--- src/rtl/operand_pair_scheduler_if.sv ---
// Producer load port and datapath issue port of the operand pair scheduler.
// The slave modport is the scheduler; the master side is the producer/datapath.
interface operand_pair_scheduler_if #(
  parameter int ITEM_WIDTH = 8
);
  logic                  batch_req_o;
  logic                  wr_en_i;
  logic [ITEM_WIDTH-1:0] wr_a_i;
  logic [ITEM_WIDTH-1:0] wr_b_i;
  logic                  batch_ack_i;
  logic [ITEM_WIDTH-1:0] A_s;
  logic [ITEM_WIDTH-1:0] B_s;
  logic                  issue_o;

  modport master (
    input  batch_req_o, A_s, B_s, issue_o,
    output wr_en_i, wr_a_i, wr_b_i, batch_ack_i
  );

  modport slave (
    output batch_req_o, A_s, B_s, issue_o,
    input  wr_en_i, wr_a_i, wr_b_i, batch_ack_i
  );
endinterface

--- src/rtl/operand_pair_scheduler.sv ---
// Buffers one batch of operand pairs from a producer, then replays them to the
// datapath one pair per cycle, repeating for BATCH_NUM batches per run.
//
// state | meaning
// IDLE  | waiting for start_i after reset
// LOAD  | batch_req_o high, producer filling the pair buffer
// ISSUE | replaying latched pairs onto A_s/B_s, one per cycle
// DONE  | BATCH_NUM batches issued, done_o held until next start_i
module operand_pair_scheduler #(
  parameter int NUM_PAIRS  = 16,
  parameter int BATCH_NUM  = 2000,
  parameter int ITEM_WIDTH = 8
) (
  input  logic                     clk_i,
  input  logic                     reset_i,
  input  logic                     start_i,
  operand_pair_scheduler_if.slave  bus,
  output logic [15:0]              batch_cnt_o,
  output logic                     busy_o,
  output logic                     done_o,
  output logic                     err_o
);

  localparam int              CW         = $clog2(NUM_PAIRS + 1);
  localparam int              AW         = $clog2(NUM_PAIRS);
  localparam logic [CW-1:0]   FULL       = CW'(NUM_PAIRS);
  localparam logic [CW-1:0]   ONE        = CW'(1);
  localparam logic [15:0]     LAST_BATCH = 16'(BATCH_NUM - 1);

  typedef enum logic [1:0] {IDLE, LOAD, ISSUE, DONE} state_t;

  state_t                    state;
  logic [CW-1:0]             wr_ptr;
  logic [CW-1:0]             rd_ptr;
  logic [CW-1:0]             pair_cnt;
  logic [2*ITEM_WIDTH-1:0]   mem [NUM_PAIRS];
  logic [2*ITEM_WIDTH-1:0]   rd_pair;
  logic                      wr_ok;

  assign wr_ok   = (state == LOAD) && bus.wr_en_i && (wr_ptr != FULL);
  assign rd_pair = mem[rd_ptr[AW-1:0]];

  // Buffer contents survive reset; only the pointers define what is valid.
  always_ff @(posedge clk_i) begin
    if (wr_ok) mem[wr_ptr[AW-1:0]] <= {bus.wr_a_i, bus.wr_b_i};
  end

  always_ff @(posedge clk_i or negedge reset_i) begin
    if (!reset_i) begin
      state           <= IDLE;
      wr_ptr          <= '0;
      rd_ptr          <= '0;
      pair_cnt        <= '0;
      batch_cnt_o     <= '0;
      busy_o          <= 1'b0;
      done_o          <= 1'b0;
      err_o           <= 1'b0;
      bus.batch_req_o <= 1'b0;
      bus.issue_o     <= 1'b0;
      bus.A_s         <= '0;
      bus.B_s         <= '0;
    end else begin
      bus.issue_o <= 1'b0;
      case (state)
        IDLE, DONE: begin
          if (start_i) begin
            batch_cnt_o     <= '0;
            done_o          <= 1'b0;
            err_o           <= 1'b0;
            wr_ptr          <= '0;
            busy_o          <= 1'b1;
            bus.batch_req_o <= 1'b1;
            state           <= LOAD;
          end
          if (bus.wr_en_i || bus.batch_ack_i) err_o <= 1'b1;
        end
        LOAD: begin
          if (wr_ok) wr_ptr <= wr_ptr + ONE;
          if (bus.wr_en_i && !wr_ok) err_o <= 1'b1;
          // A write landing with the ack belongs to this batch.
          if (bus.batch_ack_i) begin
            if (wr_ok || (wr_ptr != '0)) begin
              pair_cnt        <= wr_ok ? wr_ptr + ONE : wr_ptr;
              rd_ptr          <= '0;
              bus.batch_req_o <= 1'b0;
              state           <= ISSUE;
            end else begin
              err_o <= 1'b1;
            end
          end
        end
        ISSUE: begin
          if (bus.wr_en_i || bus.batch_ack_i) err_o <= 1'b1;
          bus.issue_o <= 1'b1;
          bus.A_s     <= rd_pair[2*ITEM_WIDTH-1:ITEM_WIDTH];
          bus.B_s     <= rd_pair[ITEM_WIDTH-1:0];
          rd_ptr      <= rd_ptr + ONE;
          if (rd_ptr + ONE == pair_cnt) begin
            batch_cnt_o <= batch_cnt_o + 16'd1;
            wr_ptr      <= '0;
            if (batch_cnt_o == LAST_BATCH) begin
              done_o <= 1'b1;
              busy_o <= 1'b0;
              state  <= DONE;
            end else begin
              bus.batch_req_o <= 1'b1;
              state           <= LOAD;
            end
          end
        end
        default: state <= IDLE;
      endcase
    end
  end

endmodule

--- src/flat_wrapper.sv ---
// flat-port wrapper written by rule: the top's interface ports become plain ports
module operand_pair_scheduler_flat 
#(
  parameter int NUM_PAIRS  = 16,
  parameter int BATCH_NUM  = 2000,
  parameter int ITEM_WIDTH = 8
)
  (clk_i, reset_i, start_i, batch_cnt_o, busy_o, done_o, err_o, bus_batch_req_o, bus_A_s, bus_B_s, bus_issue_o, bus_wr_en_i, bus_wr_a_i, bus_wr_b_i, bus_batch_ack_i);
  operand_pair_scheduler_if #(.ITEM_WIDTH(ITEM_WIDTH)) bus_i ();
  input  logic clk_i;
  input  logic reset_i;
  input  logic start_i;
  output logic [15:0] batch_cnt_o;
  output logic busy_o;
  output logic done_o;
  output logic err_o;
  output wire logic [$bits(bus_i.batch_req_o)-1:0] bus_batch_req_o;
  output wire logic [$bits(bus_i.A_s)-1:0] bus_A_s;
  output wire logic [$bits(bus_i.B_s)-1:0] bus_B_s;
  output wire logic [$bits(bus_i.issue_o)-1:0] bus_issue_o;
  input wire logic [$bits(bus_i.wr_en_i)-1:0] bus_wr_en_i;
  input wire logic [$bits(bus_i.wr_a_i)-1:0] bus_wr_a_i;
  input wire logic [$bits(bus_i.wr_b_i)-1:0] bus_wr_b_i;
  input wire logic [$bits(bus_i.batch_ack_i)-1:0] bus_batch_ack_i;
  assign bus_batch_req_o = bus_i.batch_req_o;
  assign bus_A_s = bus_i.A_s;
  assign bus_B_s = bus_i.B_s;
  assign bus_issue_o = bus_i.issue_o;
  assign bus_i.wr_en_i = bus_wr_en_i;
  assign bus_i.wr_a_i = bus_wr_a_i;
  assign bus_i.wr_b_i = bus_wr_b_i;
  assign bus_i.batch_ack_i = bus_batch_ack_i;
  operand_pair_scheduler #(.NUM_PAIRS(NUM_PAIRS), .BATCH_NUM(BATCH_NUM), .ITEM_WIDTH(ITEM_WIDTH)) u_core (.clk_i(clk_i), .reset_i(reset_i), .start_i(start_i), .bus(bus_i), .batch_cnt_o(batch_cnt_o), .busy_o(busy_o), .done_o(done_o), .err_o(err_o));
endmodule
--- config.mk ---
export PLATFORM = sky130hd
export DESIGN_NAME = operand_pair_scheduler_flat
export DESIGN_NICKNAME = d
export VERILOG_FILES = /design/src/rtl/operand_pair_scheduler_if.sv /design/src/rtl/operand_pair_scheduler.sv /design/src/flat_wrapper.sv
export SDC_FILE = /design/constraint.sdc
export NUM_CORES = 1
export LEC_CHECK = 0
export CAP_MARGIN = 20
export CORE_ASPECT_RATIO = 1.5
export CORE_MARGIN = 4
export CORE_UTILIZATION = 55
export DETAILED_ROUTE_END_ITERATION = 8
export DONT_BUFFER_PORTS = 1
export GPL_TIMING_DRIVEN = 0
export PLACE_DENSITY = 0.74
export SLEW_MARGIN = 20
export SYNTH_ARGS = -nofsm -noshare
export SYNTH_HDL_FRONTEND = slang
export SYNTH_SLANG_ARGS = --single-unit
--- constraint.sdc ---
create_clock -name clk_i -period 6.1 [get_ports clk_i]
set_clock_uncertainty 0.2 [all_clocks]
set_input_delay 0.61 -clock clk_i [delete_from_list [all_inputs] [get_ports clk_i]]
set_output_delay 0.61 -clock clk_i [all_outputs]
set_load 0.03 [all_outputs]
==> results of run 1 <==
[cell usage after synthesis (3+ instances only)]
cell type                  number
sky130_fd_sc_hd__buf_2         15
sky130_fd_sc_hd__o31ai_1        4
sky130_fd_sc_hd__a221o_1        3
sky130_fd_sc_hd__clkbuf_1      20
sky130_fd_sc_hd__or3_1          3
sky130_fd_sc_hd__edfxtp_1     256
sky130_fd_sc_hd__nand3_1       12
sky130_fd_sc_hd__mux4_2        65
sky130_fd_sc_hd__dfrtp_1       54
sky130_fd_sc_hd__xor2_1         3
sky130_fd_sc_hd__a22o_1         5
sky130_fd_sc_hd__a211o_1        3
sky130_fd_sc_hd__a211oi_1      16
sky130_fd_sc_hd__nor2b_1        5
sky130_fd_sc_hd__and3_1         7
sky130_fd_sc_hd__nand4_1        7
sky130_fd_sc_hd__and2_1        18
sky130_fd_sc_hd__o21ai_0       17
sky130_fd_sc_hd__nor3_1         9
sky130_fd_sc_hd__nor4_1         3
sky130_fd_sc_hd__ha_1           8
sky130_fd_sc_hd__o22ai_1        5
sky130_fd_sc_hd__a21o_1         4
sky130_fd_sc_hd__mux2i_1       16
sky130_fd_sc_hd__a21oi_1       25
sky130_fd_sc_hd__mux2_2        18
sky130_fd_sc_hd__nor3b_1        4
sky130_fd_sc_hd__nand2b_1       3
sky130_fd_sc_hd__nor2_1        23
sky130_fd_sc_hd__xnor2_1        6
sky130_fd_sc_hd__nand2_1       35
sky130_fd_sc_hd__inv_1         14
[cells by family (layout without fill, tap and decap cells)]
group | Yosys count | after routing | share of synthesized area
DFF | 310 | 310 | 0.713
and+or+nand+nor | 139 | 139 | 0.0579
muxes | 99 | 99 | 0.144
AOI/OAI and AO/OA | 97 | 97 | 0.0519
buffers and inverters | 52 | 138 | 0.0175
xor gates and xnor gates | 10 | 10 | 0.00750
adders and majority gates | 8 | 8 | 0.00790
[power breakdown]
group	switching (uW)	total (uW)	leakage [uW]	internal, uW
registers	246	2700	0.00300	2450
clock network	752	1640	0.000424	888
logic	705	1280	0.00133	572
total	1700	5610	0.00476	3910
[stage by stage]
step	worst slack [ns]	std cells
after floorplan	2.98	715
after global placement	1.59	991
after detailed placement	3.07	1004
after CTS	3.05	1077
after global routing	2.87	1077
final	3.05	1077
[worst max-delay path: cells and delay by family, from the launching register on]
family	cells	cell delay [ns]
buffers and inverters	4	0.77
AO/OA/AOI/OAI	1	0.16
AND/OR/NAND/NOR	3	0.91
adder cells (fa/ha/maj)	1	0.23
flip-flops	1	0.47
[area by class of cell]
| cell class | count | area share |
|---|---|---|
| clock buffer | 37 | 0.0536 |
| multi-input combinational | 353 | 0.244 |
| tap | 276 | 0.0242 |
| timing repair buffer | 32 | 0.0240 |
| inverter | 14 | 0.00368 |
| sequential | 310 | 0.632 |
| buffer | 38 | 0.0118 |
| clock inverter | 17 | 0.00613 |
[flip-flops by register name, indices dropped and copies added, names as in the netlist, 2 cells and up]
register            count
u_core.bus.A_s          8
u_core.pair_cnt         5
u_core.batch_cnt_o     16
u_core.bus.B_s          8
u_core.mem            256
u_core.state            2
u_core.wr_ptr           5
u_core.rd_ptr           5
[layer usage]
layer  wire [um]  up-vias
met2       15600      272
met5           0        -
met4         761        0
li1            -     2986
met3        1770       48
met1       10400     3561
[final timing paths]
path                                      endpoint                from  cells past startpoint  slack [ns]
worst max-delay path              u_core.mem[3][3]    u_core.wr_ptr[0]                      9        3.05
worst min-delay path              u_core.rd_ptr[4]     bus_batch_ack_i                      2        0.12
worst max register to register    u_core.mem[3][3]    u_core.wr_ptr[0]                      9        3.05
worst min register to register  u_core.pair_cnt[1]  u_core.pair_cnt[1]                      2        0.33
max in group asynchronous        u_core.bus.B_s[7]             reset_i                      2        5.00
min in group asynchronous         u_core.rd_ptr[3]             reset_i                      2        0.45
==> impl_table.tex, run 1 <==
\begin{tabular}{lr}
\hline
Metric & Value \\
\hline
\multicolumn{2}{l}{\textbf{Layout}} \\
\quad P\&R area growth vs syn & 12.8\% \\
\quad Count of antenna diodes in the layout & 0 \\
\quad Commonest non-fill, non-tap cell in the layout & sky130\_fd\_sc\_hd\_\_edfxtp\_1 \\
\quad Area of combinational cells with multiple inputs & 3490 um\^{}2 \\
\quad Final design instance area without fill & 14300 um\^{}2 \\
\quad Proportion of layout cells with a drive suffix above 1 & 0.218 \\
\quad Utilization of the core after routing & 0.634 \\
\quad Fill cell instance count of the final layout & 1528 \\
\quad Nets & 807 \\
\quad Area taken by flip-flops and latches & 9040 um\^{}2 \\
\quad Highest-count cells in the layout ignoring fill and taps & sky130\_fd\_sc\_hd\_\_edfxtp\_1, sky130\_fd\_sc\_hd\_\_mux4\_2, sky130\_fd\_sc\_hd\_\_dfrtp\_1, sky130\_fd\_sc\_hd\_\_nand2\_1, sky130\_fd\_sc\_hd\_\_clkbuf\_16 \\
\multicolumn{2}{l}{\textbf{Pwr}} \\
\quad P per Cell Area & 393 nW/um\^{}2 \\
\quad VDD IR max & 274 uV \\
\quad Leakage & 0.00476 uW \\
\quad Final total power & 5610 uW \\
\multicolumn{2}{l}{\textbf{STA}} \\
\quad Worst rel slew slack & 0.300 \\
\quad Crit share post-route & 0.499 \\
\quad Number of max-slew violations in the final report & 0 \\
\quad Endpoints failing setup & 0 \\
\quad Minimum clock period & 3.05 ns \\
\quad Fmax & 328 MHz \\
\quad Transition time at the pin with the least slew margin & 1.05 ns \\
\quad RSZ-0062 raised after global routing & no \\
\quad Hold violation count in the final report & 0 \\
\quad Total Negative Setup Slacks & 0 ns \\
\quad Final Hold Slack & 0.121 ns \\
\multicolumn{2}{l}{\textbf{Synthesis}} \\
\quad FFs w/ async S/R, synth & 0.174 \\
\quad Post-synthesis cell type count & 56 \\
\quad Gate count of the mapped netlist & 715 \\
\quad Most common flop cell mapped by yosys & sky130\_fd\_sc\_hd\_\_edfxtp\_1 \\
\quad Number of synthesized flops with an enable pin & 256 \\
\quad Net count after synthesis & 744 \\
\quad Top area cells in the synthesized netlist & sky130\_fd\_sc\_hd\_\_edfxtp\_1, sky130\_fd\_sc\_hd\_\_mux4\_2, sky130\_fd\_sc\_hd\_\_dfrtp\_1 \\
\quad Cell type with the highest aggregate area in the netlist & sky130\_fd\_sc\_hd\_\_edfxtp\_1 \\
\quad Post-synth top area share & 0.607 \\
\quad Post-Syn Area & 12700 um\^{}2 \\
\quad Flip-flop and latch count after synthesis & 310 \\
\quad Synthesized area per cell & 17.7 um\^{}2 \\
\quad Sequential area share after synthesis & 0.713 \\
\quad Yosys synthesis warning count & 0 \\
\multicolumn{2}{l}{\textbf{Critical path}} \\
\quad Cell chain of the critical path & inv\_1, ha\_1, or3b\_2, o211a\_1, buf\_2, nand2\_1, nor3\_2, buf\_4, buf\_6 \\
\quad Highest cell delay on the worst timing path & 0.47 ns \\
\quad Crit Path Class & flip-flop to flip-flop \\
\quad Element type at the critical path start & flip-flop \\
\quad Critical path capture point type & flip-flop \\
\quad Required @ worst endpoint & 6.16 ns \\
\quad WP data arrival & 3.10 ns \\
\quad Maximum fanout encountered on the critical timing path & 10 \\
\quad Cell with the largest stage delay on the worst path & sky130\_fd\_sc\_hd\_\_dfrtp\_1 \\
\multicolumn{2}{l}{\textbf{Flow run}} \\
\quad Max-capacitance violation count & 0 \\
\multicolumn{2}{l}{\textbf{Floorplanning}} \\
\quad Die area & 25600 um\^{}2 \\
\quad Top Ports & 58 \\
\quad Die height & 194 um \\
\quad Effective utilization at floorplan & 0.562 \\
\quad Area of the core & 22600 um\^{}2 \\
\quad Die Span X & 132 um \\
\quad Row Count & 67 \\
\multicolumn{2}{l}{\textbf{Routing}} \\
\quad TritonRoute pass-1 iters & 5 \\
\quad Post-DR vias/cell & 6.38 \\
\quad Residual antenna-violating net count after detailed routing & 0 \\
\quad Wirelength, routed & 28600 um \\
\quad DR iter-0 viols & 722 \\
\quad Total DRC errors in the routed layout & 0 \\
\quad Per-cell routed wire length & 26.5 um \\
\quad DR vias & 6867 \\
\multicolumn{2}{l}{\textbf{Place}} \\
\quad Input/output buffers & 0 \\
\quad Placer's final routability congestion estimate & 0.890 \\
\quad Instance area at placement & 13200 um\^{}2 \\
\quad Total half-perimeter wirelength after legalization and detailed placement & 18500 um \\
\multicolumn{2}{l}{\textbf{Global route}} \\
\quad Met2 GRT Util & 0.403 \\
\quad Wire length of the first global-routing pass & 43400 um \\
\quad Met1 Use GR & 0.273 \\
\quad Global routing's busiest layer & met2 \\
\quad Antenna violations before repair & 0 \\
\quad Vias in the first global route & 7138 \\
\quad Congestion Overflow GR & 0 \\
\quad Global routing usage summed across all routing layers & 0.223 \\
\quad Largest net degree at the start of global routing & 55 \\
\quad GR Util met3 & 0.0413 \\
\multicolumn{2}{l}{\textbf{Clocking}} \\
\quad TritonCTS buffer count & 29 \\
\quad CTS tree & built \\
\quad Number of gates resized after CTS & 0 \\
\quad Clock latency on the worst-skew pair & 0.55 ns \\
\quad Setup bufs post-CTS & 0 \\
\quad Number of buffers on the longest clock path & 3 \\
\quad Clk Tree Root Cell & sky130\_fd\_sc\_hd\_\_clkbuf\_16 \\
\quad Hold-fix buffers, CTS & 19 \\
\quad Level count of the clock H-tree & 1 \\
\quad Sinks on Clock Net & 310 \\
\quad Clock transition at the registers of the reported paths & 0.06 ns \\
\multicolumn{2}{l}{\textbf{Run status}} \\
\quad Result of the run & finished clean \\
\multicolumn{2}{l}{\textbf{Hold path}} \\
\quad Type of the tightest min-delay check & input pin to flip-flop \\
\hline
\end{tabular}
No activity file was read; power rests on OpenSTA's default activity.
==> run 2: changes to the inputs <==
==> constraint.sdc (replaced) <==
create_clock -name clk_i -period 3.07 [get_ports clk_i]
set_clock_uncertainty 0.2 [all_clocks]
set_input_delay 0.307 -clock clk_i [delete_from_list [all_inputs] [get_ports clk_i]]
set_output_delay 0.307 -clock clk_i [all_outputs]
set_load 0.03 [all_outputs]
==> run 2 against run 1 <==
Compared with the run above:
- via count is 3.0% higher
- clock-buffer cell count decreased by 2
- worst hold slack lost 0.084 ns
- final cell count down 0.37%
- maximum frequency grew 3.6%
- clock power grew 110%
- design area rose by 0.87%
- global-route usage decreased by 0.050 points
- sequential share of layout area down 0.54 points
==> impl_table.tex, run 2 (synthesis results as in run 1) <==
\begin{tabular}{lr}
\hline
Metric & Value \\
\hline
\multicolumn{2}{l}{\textbf{Routing}} \\
\quad Per-cell routed wire length & 26.7 um (+0.51\%) \\
\quad Post-DR vias/cell & 6.59 (+3.3\%) \\
\quad DR vias & 7070 (+3.0\%) \\
\quad Wirelength, routed & 28600 um (+0.14\%) \\
\quad TritonRoute pass-1 iters & 5 (unchanged) \\
\quad Total DRC errors in the routed layout & 0 (unchanged) \\
\quad Residual antenna-violating net count after detailed routing & 0 (unchanged) \\
\quad DR iter-0 viols & 649 (-10\%) \\
\multicolumn{2}{l}{\textbf{Layout}} \\
\quad Commonest non-fill, non-tap cell in the layout & sky130\_fd\_sc\_hd\_\_edfxtp\_1 \\
\quad Highest-count cells in the layout ignoring fill and taps & sky130\_fd\_sc\_hd\_\_edfxtp\_1, sky130\_fd\_sc\_hd\_\_mux4\_2, sky130\_fd\_sc\_hd\_\_dfrtp\_1, sky130\_fd\_sc\_hd\_\_nand2\_1, sky130\_fd\_sc\_hd\_\_clkbuf\_16 \\
\quad Nets & 804 (-0.37\%) \\
\quad Final design instance area without fill & 14400 um\^{}2 (+0.87\%) \\
\quad Proportion of layout cells with a drive suffix above 1 & 0.216 (-0.00240) \\
\quad Number of non-filler instances in the completed layout & 1073 (-0.37\%) \\
\quad Largest register FFs & 256 (unchanged) \\
\quad P\&R area growth vs syn & 13.8\% \\
\multicolumn{2}{l}{\textbf{Clocking}} \\
\quad Clock latency on the worst-skew pair & 0.55 ns (about the same) \\
\quad Clk Tree Root Cell & sky130\_fd\_sc\_hd\_\_clkbuf\_16 \\
\quad Clock transition at the registers of the reported paths & 0.06 ns (about the same) \\
\quad Number of buffers on the longest clock path & 3 (unchanged) \\
\quad Level count of the clock H-tree & 1 (unchanged) \\
\quad Sinks on Clock Net & 310 (unchanged) \\
\quad CTS tree & built \\
\quad TritonCTS buffer count & 28 (-3.4\%) \\
\multicolumn{2}{l}{\textbf{Place}} \\
\quad Placer's final routability congestion estimate & 0.843 (-5.3\%) \\
\quad Count of placed standard cells including taps & 999 (-0.50\%) \\
\quad Total half-perimeter wirelength after legalization and detailed placement & 18100 um (-2.5\%) \\
\quad Instance area at placement & 13200 um\^{}2 (+0.11\%) \\
\quad Input/output buffers & 0 (unchanged) \\
\quad Minimum setup slack after placement & 0.152 ns (-2.92 ns) \\
\multicolumn{2}{l}{\textbf{STA}} \\
\quad Hold violation count in the final report & 0 (unchanged) \\
\quad Worst rel slew slack & 0.313 (+0.0126) \\
\quad Endpoints failing setup & 0 (unchanged) \\
\quad Minimum clock period & 2.94 ns (-0.107 ns) \\
\quad Number of max-slew violations in the final report & 0 (unchanged) \\
\quad Worst setup slack after layout & 0.130 ns (-2.92 ns) \\
\quad Crit share post-route & 0.958 (+0.458) \\
\quad Final Hold Slack & 0.0370 ns (-0.0836 ns) \\
\quad Fmax & 340 MHz (+3.6\%) \\
\quad Transition time at the pin with the least slew margin & 1.03 ns (-0.0178 ns) \\
\multicolumn{2}{l}{\textbf{Run status}} \\
\quad Result of the run & finished clean \\
\multicolumn{2}{l}{\textbf{Floorplanning}} \\
\quad Die Span X & 132 um (unchanged) \\
\quad Top Ports & 58 (unchanged) \\
\quad Row Count & 67 (unchanged) \\
\quad Die area & 25600 um\^{}2 (unchanged) \\
\quad Die height & 194 um (unchanged) \\
\quad Effective utilization at floorplan & 0.562 (unchanged) \\
\quad Area of the core & 22600 um\^{}2 (unchanged) \\
\multicolumn{2}{l}{\textbf{Critical path}} \\
\quad Required @ worst endpoint & 3.03 ns (-3.13 ns) \\
\quad Element type at the critical path start & flip-flop \\
\quad Cell with the largest stage delay on the worst path & sky130\_fd\_sc\_hd\_\_nor2\_4 \\
\quad Count of buffer and inverter cells on the critical path & 3 (-1) \\
\quad Highest cell delay on the worst timing path & 0.69 ns (+0.22 ns) \\
\quad Cell chain of the critical path & inv\_1, ha\_1, clkbuf\_1, o211a\_1, buf\_2, nand2\_1, nor2\_4 \\
\quad Delay-heaviest family, CP & simple AND/OR/NAND/NOR gates \\
\quad Maximum fanout encountered on the critical timing path & 16 (+6) \\
\quad Critical path capture point type & flip-flop \\
\quad WP data arrival & 2.90 ns (-0.20 ns) \\
\quad Crit Path Class & flip-flop to flip-flop \\
\multicolumn{2}{l}{\textbf{Global route}} \\
\quad Wire length of the first global-routing pass & 43300 um (-0.22\%) \\
\quad Congestion Overflow GR & 0 (unchanged) \\
\quad Vias in the first global route & 7256 (+1.7\%) \\
\quad Largest net degree at the start of global routing & 55 (unchanged) \\
\quad Global routing usage summed across all routing layers & 0.222 (-0.000504) \\
\quad Antenna violations before repair & 1 (+1) \\
\multicolumn{2}{l}{\textbf{Flow run}} \\
\quad Max-capacitance violation count & 0 (unchanged) \\
\multicolumn{2}{l}{\textbf{Hold path}} \\
\quad Type of the tightest min-delay check & input pin to flip-flop \\
\multicolumn{2}{l}{\textbf{Pwr}} \\
\quad P per Cell Area & 792 nW/um\^{}2 (+100\%) \\
\quad Leakage & 0.00475 uW (-0.21\%) \\
\quad VDD IR max & 513 uV (+87\%) \\
\hline
\end{tabular}
-- run 2: worst paths after layout --
kind | end | start | depth (start not counted) | slack, ns
setup / recovery | u_core.mem[13][3] | u_core.state[1] | 7 | 0.13
hold / removal | u_core.state[1] | bus_wr_en_i | 5 | 0.04
setup reg to reg | u_core.mem[13][3] | u_core.state[1] | 7 | 0.13
hold reg to reg | u_core.pair_cnt[4] | u_core.pair_cnt[4] | 2 | 0.31
max in group asynchronous | u_core.bus.B_s[1] | reset_i | 2 | 2.29
min in group asynchronous | u_core.batch_cnt_o[15] | reset_i | 2 | 0.13
-- run 2: area by class of cell --
class | instances | area [um^2]
Clock inverter | 16 | 189
Fill cell | 1495 | 8130
Antenna cell | 1 | 2.50
Clock buffer | 35 | 737
Timing Repair Buffer | 30 | 358
Sequential cell | 310 | 9040
Tap cell | 276 | 345
Inverter | 14 | 56.3
Multi-Input combinational cell | 353 | 3520
Buffer | 38 | 169
-- run 2: what timing repair did --
item | 4_1_cts | 5_1_grt
setup endpoints to repair | 0 | 1
gates resized for setup | 0 | 1
hold buffers | 22 | 0
endpoints found under the hold margin | 318 | 0
buffers inserted | 0 | 0
-- run 2: metrics by stage --
stage / TNS [ns] / util / total power [uW]
final: 0 / 0.639 / 11400
after global routing: -0.0161 / 0.639 / 11900
after CTS: 0 / 0.639 / 11500
after detailed placement: 0 / 0.587 / 7910
after global placement: -101.85 / 0.578 / 7750
after floorplan: 0 / - / 7220
-- run 2: routing by layer --
| layer | vias up | part of all wire | track usage | wire length [um] |
|---|---|---|---|---|
| li1 | 2995 | - | - | - |
| met1 | 3663 | 0.36 | 0.270 | 10400 |
| met2 | 344 | 0.54 | 0.403 | 15400 |
| met3 | 68 | 0.062 | 0.0343 | 1770 |
| met4 | 0 | 0.037 | 0.0790 | 1060 |
| met5 | - | 0 | 0 | 0 |
-- run 2: worst reg2reg max path, cell delays in order, from the launching register on --
cell	delay, ns
sky130_fd_sc_hd__dfrtp_1	0.40
sky130_fd_sc_hd__inv_1	0.07
sky130_fd_sc_hd__ha_1	0.13
sky130_fd_sc_hd__clkbuf_1	0.35
sky130_fd_sc_hd__o211a_1	0.24
sky130_fd_sc_hd__buf_2	0.21
sky130_fd_sc_hd__nand2_1	0.25
sky130_fd_sc_hd__nor2_4	0.69
-- run 2: power by group --
part           internal, uW  switching (uW)  leakage (uW)
Sequential             4870             482       0.00300
Combinational          1140            1420       0.00129
Clock                  2040            1470      0.000453
